[src/rtl/monitoreo_pkg.sv]
// Shared types and default thermal constants for the monitor and the plant emulator.
package monitoreo_pkg;

   localparam int unsigned TEMP_W_DEF = 10;

   typedef logic [TEMP_W_DEF-1:0] temp_t;

   typedef enum logic [1:0] {
      REPOSO     = 2'b00,
      CALENTANDO = 2'b01,
      ENFRIANDO  = 2'b10,
      CONFLICTO  = 2'b11
   } modo_planta_e;

   // Tenths of a degree Celsius
   localparam int T_AMBIENTE_DEF = 220;
   localparam int T_MIN_DEF      = 0;
   localparam int T_MAX_DEF      = 1000;
   localparam int UMBRAL_BAJO    = 180;
   localparam int UMBRAL_ALTO    = 259;

endpackage

[src/rtl/divisor_tick.sv]
// Thermal-tick prescaler: counts 0..DIV_TICK-1, flags the last count, clr restarts at 0.
module divisor_tick #(
   parameter int unsigned DIV_TICK = 4
) (
   input  logic clk,
   input  logic arst,
   input  logic clr,
   output logic tick
);

   localparam int unsigned CNT_W = (DIV_TICK > 1) ? $clog2(DIV_TICK) : 1;
   localparam logic [CNT_W-1:0] CNT_MAX = CNT_W'(DIV_TICK - 1);

   logic [CNT_W-1:0] cnt_q, cnt_d;

   // Next count: wrap on the tick count, restart on clear
   always_comb begin
      tick  = (cnt_q == CNT_MAX);
      cnt_d = cnt_q + 1'b1;
      if (clr || tick) begin
         cnt_d = '0;
      end
   end

   // Counter register
   always_ff @(posedge clk or posedge arst) begin
      if (arst) begin
         cnt_q <= '0;
      end else begin
         cnt_q <= cnt_d;
      end
   end

endmodule

[src/rtl/planta_termica.sv]
// Closed-loop thermal plant emulator: heating, cooling, drift to ambient and
// injected disturbances applied on a prescaled tick, saturated to [T_MIN, T_MAX].
module planta_termica
   import monitoreo_pkg::*;
#(
   parameter int unsigned TEMP_W      = TEMP_W_DEF,
   parameter int          T_INICIAL   = 220,
   parameter int          T_AMBIENTE  = T_AMBIENTE_DEF,
   parameter int          PASO_CALEF  = 2,
   parameter int          PASO_VENT   = 2,
   parameter int          PASO_DERIVA = 1,
   parameter int unsigned DIV_TICK    = 4,
   parameter int          T_MIN       = T_MIN_DEF,
   parameter int          T_MAX       = T_MAX_DEF
) (
   input  logic              clk,
   input  logic              arst,
   input  logic              calefactor,
   input  logic              ventilador,
   input  logic              carga_en,
   input  logic [TEMP_W-1:0] carga_valor,
   input  logic              perturb_en,
   input  logic [7:0]        perturb_delta,
   output logic [TEMP_W-1:0] temp_salida,
   output logic              temp_valida,
   output logic [1:0]        modo
);

   localparam int unsigned AW = TEMP_W + 2;

   localparam logic signed [AW-1:0] MIN_A    = AW'(T_MIN);
   localparam logic signed [AW-1:0] MAX_A    = AW'(T_MAX);
   localparam logic signed [AW-1:0] AMB_A    = AW'(T_AMBIENTE);
   localparam logic signed [AW-1:0] CALEF_A  = AW'(PASO_CALEF);
   localparam logic signed [AW-1:0] VENT_A   = AW'(PASO_VENT);
   localparam logic signed [AW-1:0] DERIVA_A = AW'(PASO_DERIVA);

   function automatic logic [TEMP_W-1:0] saturar(input logic signed [AW-1:0] v);
      logic signed [AW-1:0] r;
      r = v;
      if (v < MIN_A) r = MIN_A;
      else if (v > MAX_A) r = MAX_A;
      return r[TEMP_W-1:0];
   endfunction

   logic [TEMP_W-1:0]    temp_q, temp_d;
   logic                 valida_q, valida_d;
   modo_planta_e         modo_q, modo_d;
   logic                 tick;
   logic signed [AW-1:0] temp_a, carga_a, delta_a, dif_amb, deriva_a;

   divisor_tick #(
      .DIV_TICK (DIV_TICK)
   ) u_divisor_tick (
      .clk  (clk),
      .arst (arst),
      .clr  (carga_en),
      .tick (tick)
   );

   // Plant mode follows the actuator requests one cycle later
   always_comb begin
      modo_d = REPOSO;
      unique case ({ventilador, calefactor})
         2'b00:   modo_d = REPOSO;
         2'b01:   modo_d = CALENTANDO;
         2'b10:   modo_d = ENFRIANDO;
         default: modo_d = CONFLICTO;
      endcase
   end

   // Next temperature by priority: load, then disturbance, then tick rule
   always_comb begin
      temp_a  = signed'({2'b00, temp_q});
      carga_a = signed'({2'b00, carga_valor});
      delta_a = signed'({{(AW-8){perturb_delta[7]}}, perturb_delta});
      dif_amb = AMB_A - temp_a;
      // Within one step of ambient the target itself is taken, so no overshoot
      if (dif_amb > DERIVA_A)       deriva_a = temp_a + DERIVA_A;
      else if (dif_amb < -DERIVA_A) deriva_a = temp_a - DERIVA_A;
      else                          deriva_a = AMB_A;

      temp_d   = temp_q;
      valida_d = 1'b0;
      if (carga_en) begin
         temp_d   = saturar(carga_a);
         valida_d = 1'b1;
      end else if (perturb_en) begin
         temp_d   = saturar(temp_a + delta_a);
         valida_d = 1'b1;
      end else if (tick) begin
         valida_d = 1'b1;
         unique case (modo_q)
            CALENTANDO: temp_d = saturar(temp_a + CALEF_A);
            ENFRIANDO:  temp_d = saturar(temp_a - VENT_A);
            REPOSO:     temp_d = saturar(deriva_a);
            default:    temp_d = temp_q;
         endcase
      end
   end

   // State and output registers
   always_ff @(posedge clk or posedge arst) begin
      if (arst) begin
         temp_q   <= TEMP_W'(T_INICIAL);
         valida_q <= 1'b0;
         modo_q   <= REPOSO;
      end else begin
         temp_q   <= temp_d;
         valida_q <= valida_d;
         modo_q   <= modo_d;
      end
   end

   assign temp_salida = temp_q;
   assign temp_valida = valida_q;
   assign modo        = modo_q;

endmodule
[config.mk]
export PLATFORM = sky130hd
export DESIGN_NAME = planta_termica
export DESIGN_NICKNAME = d
export VERILOG_FILES = /design/src/rtl/monitoreo_pkg.sv /design/src/rtl/divisor_tick.sv /design/src/rtl/planta_termica.sv
export SDC_FILE = /design/constraint.sdc
export NUM_CORES = 1
export LEC_CHECK = 0
export BUFFER_PORTS_ARGS = -buffer_cell sky130_fd_sc_hd__buf_2
export CORE_UTILIZATION = 30
export CTS_CLUSTER_SIZE = 30
export DETAILED_ROUTE_END_ITERATION = 12
export SYNTH_ARGS = -nofsm -noshare
export SYNTH_HDL_FRONTEND = slang
export SYNTH_SLANG_ARGS = --single-unit
[constraint.sdc]
create_clock -name clk -period 5.22 [get_ports clk]
set_clock_uncertainty 0.2 [all_clocks]
set_input_delay 1.044 -clock clk [delete_from_list [all_inputs] [get_ports clk]]
set_output_delay 1.044 -clock clk [all_outputs]
set_load 0.02 [all_outputs]
==> tab_implementation.tex <==
\begin{tabular}{lr}
\hline
Metric & Value \\
\hline
\multicolumn{2}{l}{\textbf{Critical path}} \\
Register-to-register path setup slack & between 1000 and 1500 ps \\
Terminus of the critical flop-to-flop path & temp\_salida[4] \\
Worst reg2reg path startpoint & temp\_salida[5] \\
WP data required & about 5200 ps \\
Crit end category & flop \\
Largest fanout of any net on the critical path & 7 \\
Kind of start point of the critical path & input port \\
Data arrival at the endpoint of the critical path & 3840 ps \\
Register-to-Register Path Depth & 9 \\
CP Class & input port to flop \\
\multicolumn{2}{l}{\textbf{Cells and area}} \\
Total non-filler cell area in the finished layout & roughly 3300 um2 \\
Proportion of layout cells with a drive suffix above 1 & 0.1842 \\
Layout area overhead & 9.421\% \\
Area taken by flip-flops and latches & about 380 um2 \\
Final Non-Filler Cells & between 500 and 600 \\
Area of combinational cells with multiple inputs & between 2000 and 2500 um2 \\
ANT cells & 0 \\
Final Net Count & 466 \\
Layout filler cell count & 1073 \\
\multicolumn{2}{l}{\textbf{Global route}} \\
Global-route wire length before repair & 15590 um \\
Initial antenna violation count & 0 \\
GRT Total Usage & 0.1900 \\
Number of global-route vias before repair & 2999 \\
Largest net degree at the start of global routing & 26 \\
Gr ovfl total & 0 \\
\multicolumn{2}{l}{\textbf{Detailed routing}} \\
Residual antenna-violating net count after detailed routing & 0 \\
DRC violations left & 0 \\
Number of detailed-route iterations in the first pass & 5 \\
Routed via count & 3290 \\
Violation count after the first detailed-route iteration & between 200 and 250 \\
Via density per instance & 5.971 \\
Aggregate routed wire length & approximately 9700 um \\
Average wire per standard cell & between 15 and 20 um \\
\multicolumn{2}{l}{\textbf{Place}} \\
Post-place setup slack & approximately 1100 ps \\
Dpl cells & roughly 550 \\
Placer's final routability congestion estimate & about 0.9 \\
Placement-stage cell area & 3239 um2 \\
Detailed-placement wirelength estimate & between 7000 and 8000 um \\
Number of I/O port buffers & 36 \\
\multicolumn{2}{l}{\textbf{Floorplanning}} \\
Die Outline Area & 10410 um2 \\
Initial Util & 0.3085 \\
Rows & 36 \\
CORE AREA & approximately 10000 um2 \\
Die span in y & 102.0 um \\
\# IOs & 37 \\
Die boundary width & roughly 100 um \\
\multicolumn{2}{l}{\textbf{STA}} \\
Tightest slew margin relative to the limit & 0.4147 \\
Worst-margin pin slew & 878.0 ps \\
Final critical-path share of the clock period & 0.7405 \\
Final worst slack & around 1400 ps \\
Post-route minimum period & between 3000 and 4000 ps \\
Hold Fails Final Rpt & 0 \\
Total Neg Setup Slack & 0 ps \\
Setup-failing EPs final & 0 \\
Achievable frequency & between 0.2 and 0.3 GHz \\
Max Transition Viols Final & 0 \\
Setup repair after global routing missed its margin & no \\
\multicolumn{2}{l}{\textbf{Synth}} \\
Syn Inst Count & between 400 and 500 \\
Portion of synthesized cell area occupied by the leading cell type & 0.09170 \\
Biggest area consumer among synthesized cells & ha\_1 \\
Proportion of register bits with asynchronous set or reset after synthesis & 1.000 \\
Part of the Yosys area used for sequential elements & 0.1271 \\
Number of synthesized register bits & 15 \\
Most used flip-flop cell after synthesis & dfrtp\_1 \\
Leading cell types by total area after synthesis & ha\_1 9.2\%, dfrtp\_1 8.3\%, a21oi\_1 6.0\% \\
Most repeated cell in the gate-level netlist after synthesis & a21oi\_1 \\
Top cell types by occurrence after synthesis & 36 x a21oi\_1, 35 x nand2\_1, 28 x nor2\_1 \\
Area of the mapped netlist & 3002 um2 \\
Average cell area after synthesis & roughly 7.4 um2 \\
Number of synthesized flops with an enable pin & 0 \\
Syn nets & approximately 450 \\
Count of cell types in the netlist & slightly above 80 \\
Synthesis warning total & 0 \\
\multicolumn{2}{l}{\textbf{Clock network}} \\
Clock Root Buffer & clkbuf\_8 \\
Post-CTS Resized & 0 \\
Clock tree from TritonCTS & done \\
Post-CTS Setup Bufs & 0 \\
Sink count of the clock tree & 15 \\
Clock latency at the later pin of the worst-skew pair & roughly 250 ps \\
Number of H-tree branching levels & 1 \\
Maximum number of buffers from clock root to sink & 2 \\
Clock buffers created by TritonCTS & 3 \\
CTS hold repair buffers & 0 \\
CTS clock-pin slew for the worst setup and hold paths & around 60 ps \\
\multicolumn{2}{l}{\textbf{Worst hold path}} \\
Path type of the worst min-delay path & flop to flop \\
Hold EP & u\_divisor\_tick.cnt\_q[0] \\
Startpoint of the most critical hold path & u\_divisor\_tick.cnt\_q[0] \\
WHS Path Cells & 1 \\
\multicolumn{2}{l}{\textbf{Job}} \\
MaxCap Viol Count & 0 \\
\multicolumn{2}{l}{\textbf{Status}} \\
Outcome & completed \\
\multicolumn{2}{l}{\textbf{Pwr}} \\
PD cells & between 300 and 400 nW/um2 \\
Total power of the final layout & 1.074 mW \\
Leakage dissipation & approximately 1.3 nW \\
VDD IR max & approximately 0.14 mV \\
\hline
\end{tabular}
[power by group]
group	internal, mW	total (mW)	switching, mW
clock	0.0542	0.0964	0.0422
sequential	0.146	0.241	0.0951
combinational	0.290	0.737	0.447
[logic make-up after synthesis]
logic type | count (synthesis) | share of synthesized area
buf+inv | 46 | 0.06377
flops | 15 | 0.1271
simple gates | 161 | 0.2922
fa+ha+maj | 23 | 0.09837
compound gates | 139 | 0.3535
xor+xnor | 13 | 0.03793
mux | 8 | 0.02710
[critical path, stage by stage]
cell,delay (ps)
buf_2,100
ha_1,220
fa_1,430
a21o_1,220
a2111oi_2,390
o21a_1,170
o2bb2ai_1,70
a31oi_2,270
and2_1,280
or4b_1,470
a22oi_1,160
[layer usage]
layer | track usage | share of wire
met1 | 0.2680 | 0.46
met3 | 0.01231 | 0.060
met2 | 0.3113 | 0.47
met5 | 0 | 0
met4 | 0.05385 | 0.010
[layout by cell type, fill, tap and decap left out, types with 5 or more instances in the layout]
| master | count |
|---|---|
| a31oi_1 | 7 |
| nand3_1 | 16 |
| nor2_1 | 28 |
| xnor2_1 | 8 |
| o21a_1 | 9 |
| nand2_1 | 35 |
| nand4_1 | 8 |
| ha_1 | 22 |
| nor3_1 | 16 |
| nor4_1 | 5 |
| buf_2 | 36 |
| o21ai_0 | 12 |
| dfrtp_1 | 10 |
| and2_1 | 5 |
| dfstp_2 | 5 |
| inv_1 | 15 |
| mux2i_1 | 7 |
| or2_2 | 5 |
| a21oi_1 | 36 |
| a211oi_1 | 6 |
| xor2_1 | 5 |
[area by class of cell]
cell class              instances  share of cell area
clock buffers                   4             0.01371
inverters                      16             0.01829
multi-input cells             344              0.7394
flip-flops and latches         15              0.1162
well taps                     133             0.05067
repair buffers                 39             0.06171
[flip-flops by register name, summed over array words and instances, names as in the netlist]
signal,count
temp_salida,10
temp_valida,1
modo,2
u_divisor_tick.cnt_q,2
[per-stage QoR]
step	util	hold WS, ps
after detailed placement	0.3329	224.0
after global placement	0.3329	221.3
after CTS	0.3376	236.7
after floorplan	-	208.5
final	0.3376	235.9
after global routing	0.3376	260.7
[worst max-delay path by stage]
stage                           startpoint              to  slack [ps]  cells after the start
after detailed placement  perturb_delta[0]  temp_salida[4]        1100                     11
final                     perturb_delta[0]  temp_salida[4]        1350                     11
after global placement    perturb_delta[0]  temp_salida[0]        1150                     11
after global routing      perturb_delta[0]  temp_salida[4]        1170                     11
after CTS                 perturb_delta[0]  temp_salida[4]        1350                     11
after floorplan           perturb_delta[0]  temp_salida[4]        1450                     10
Power figures use the tool's default switching activity.
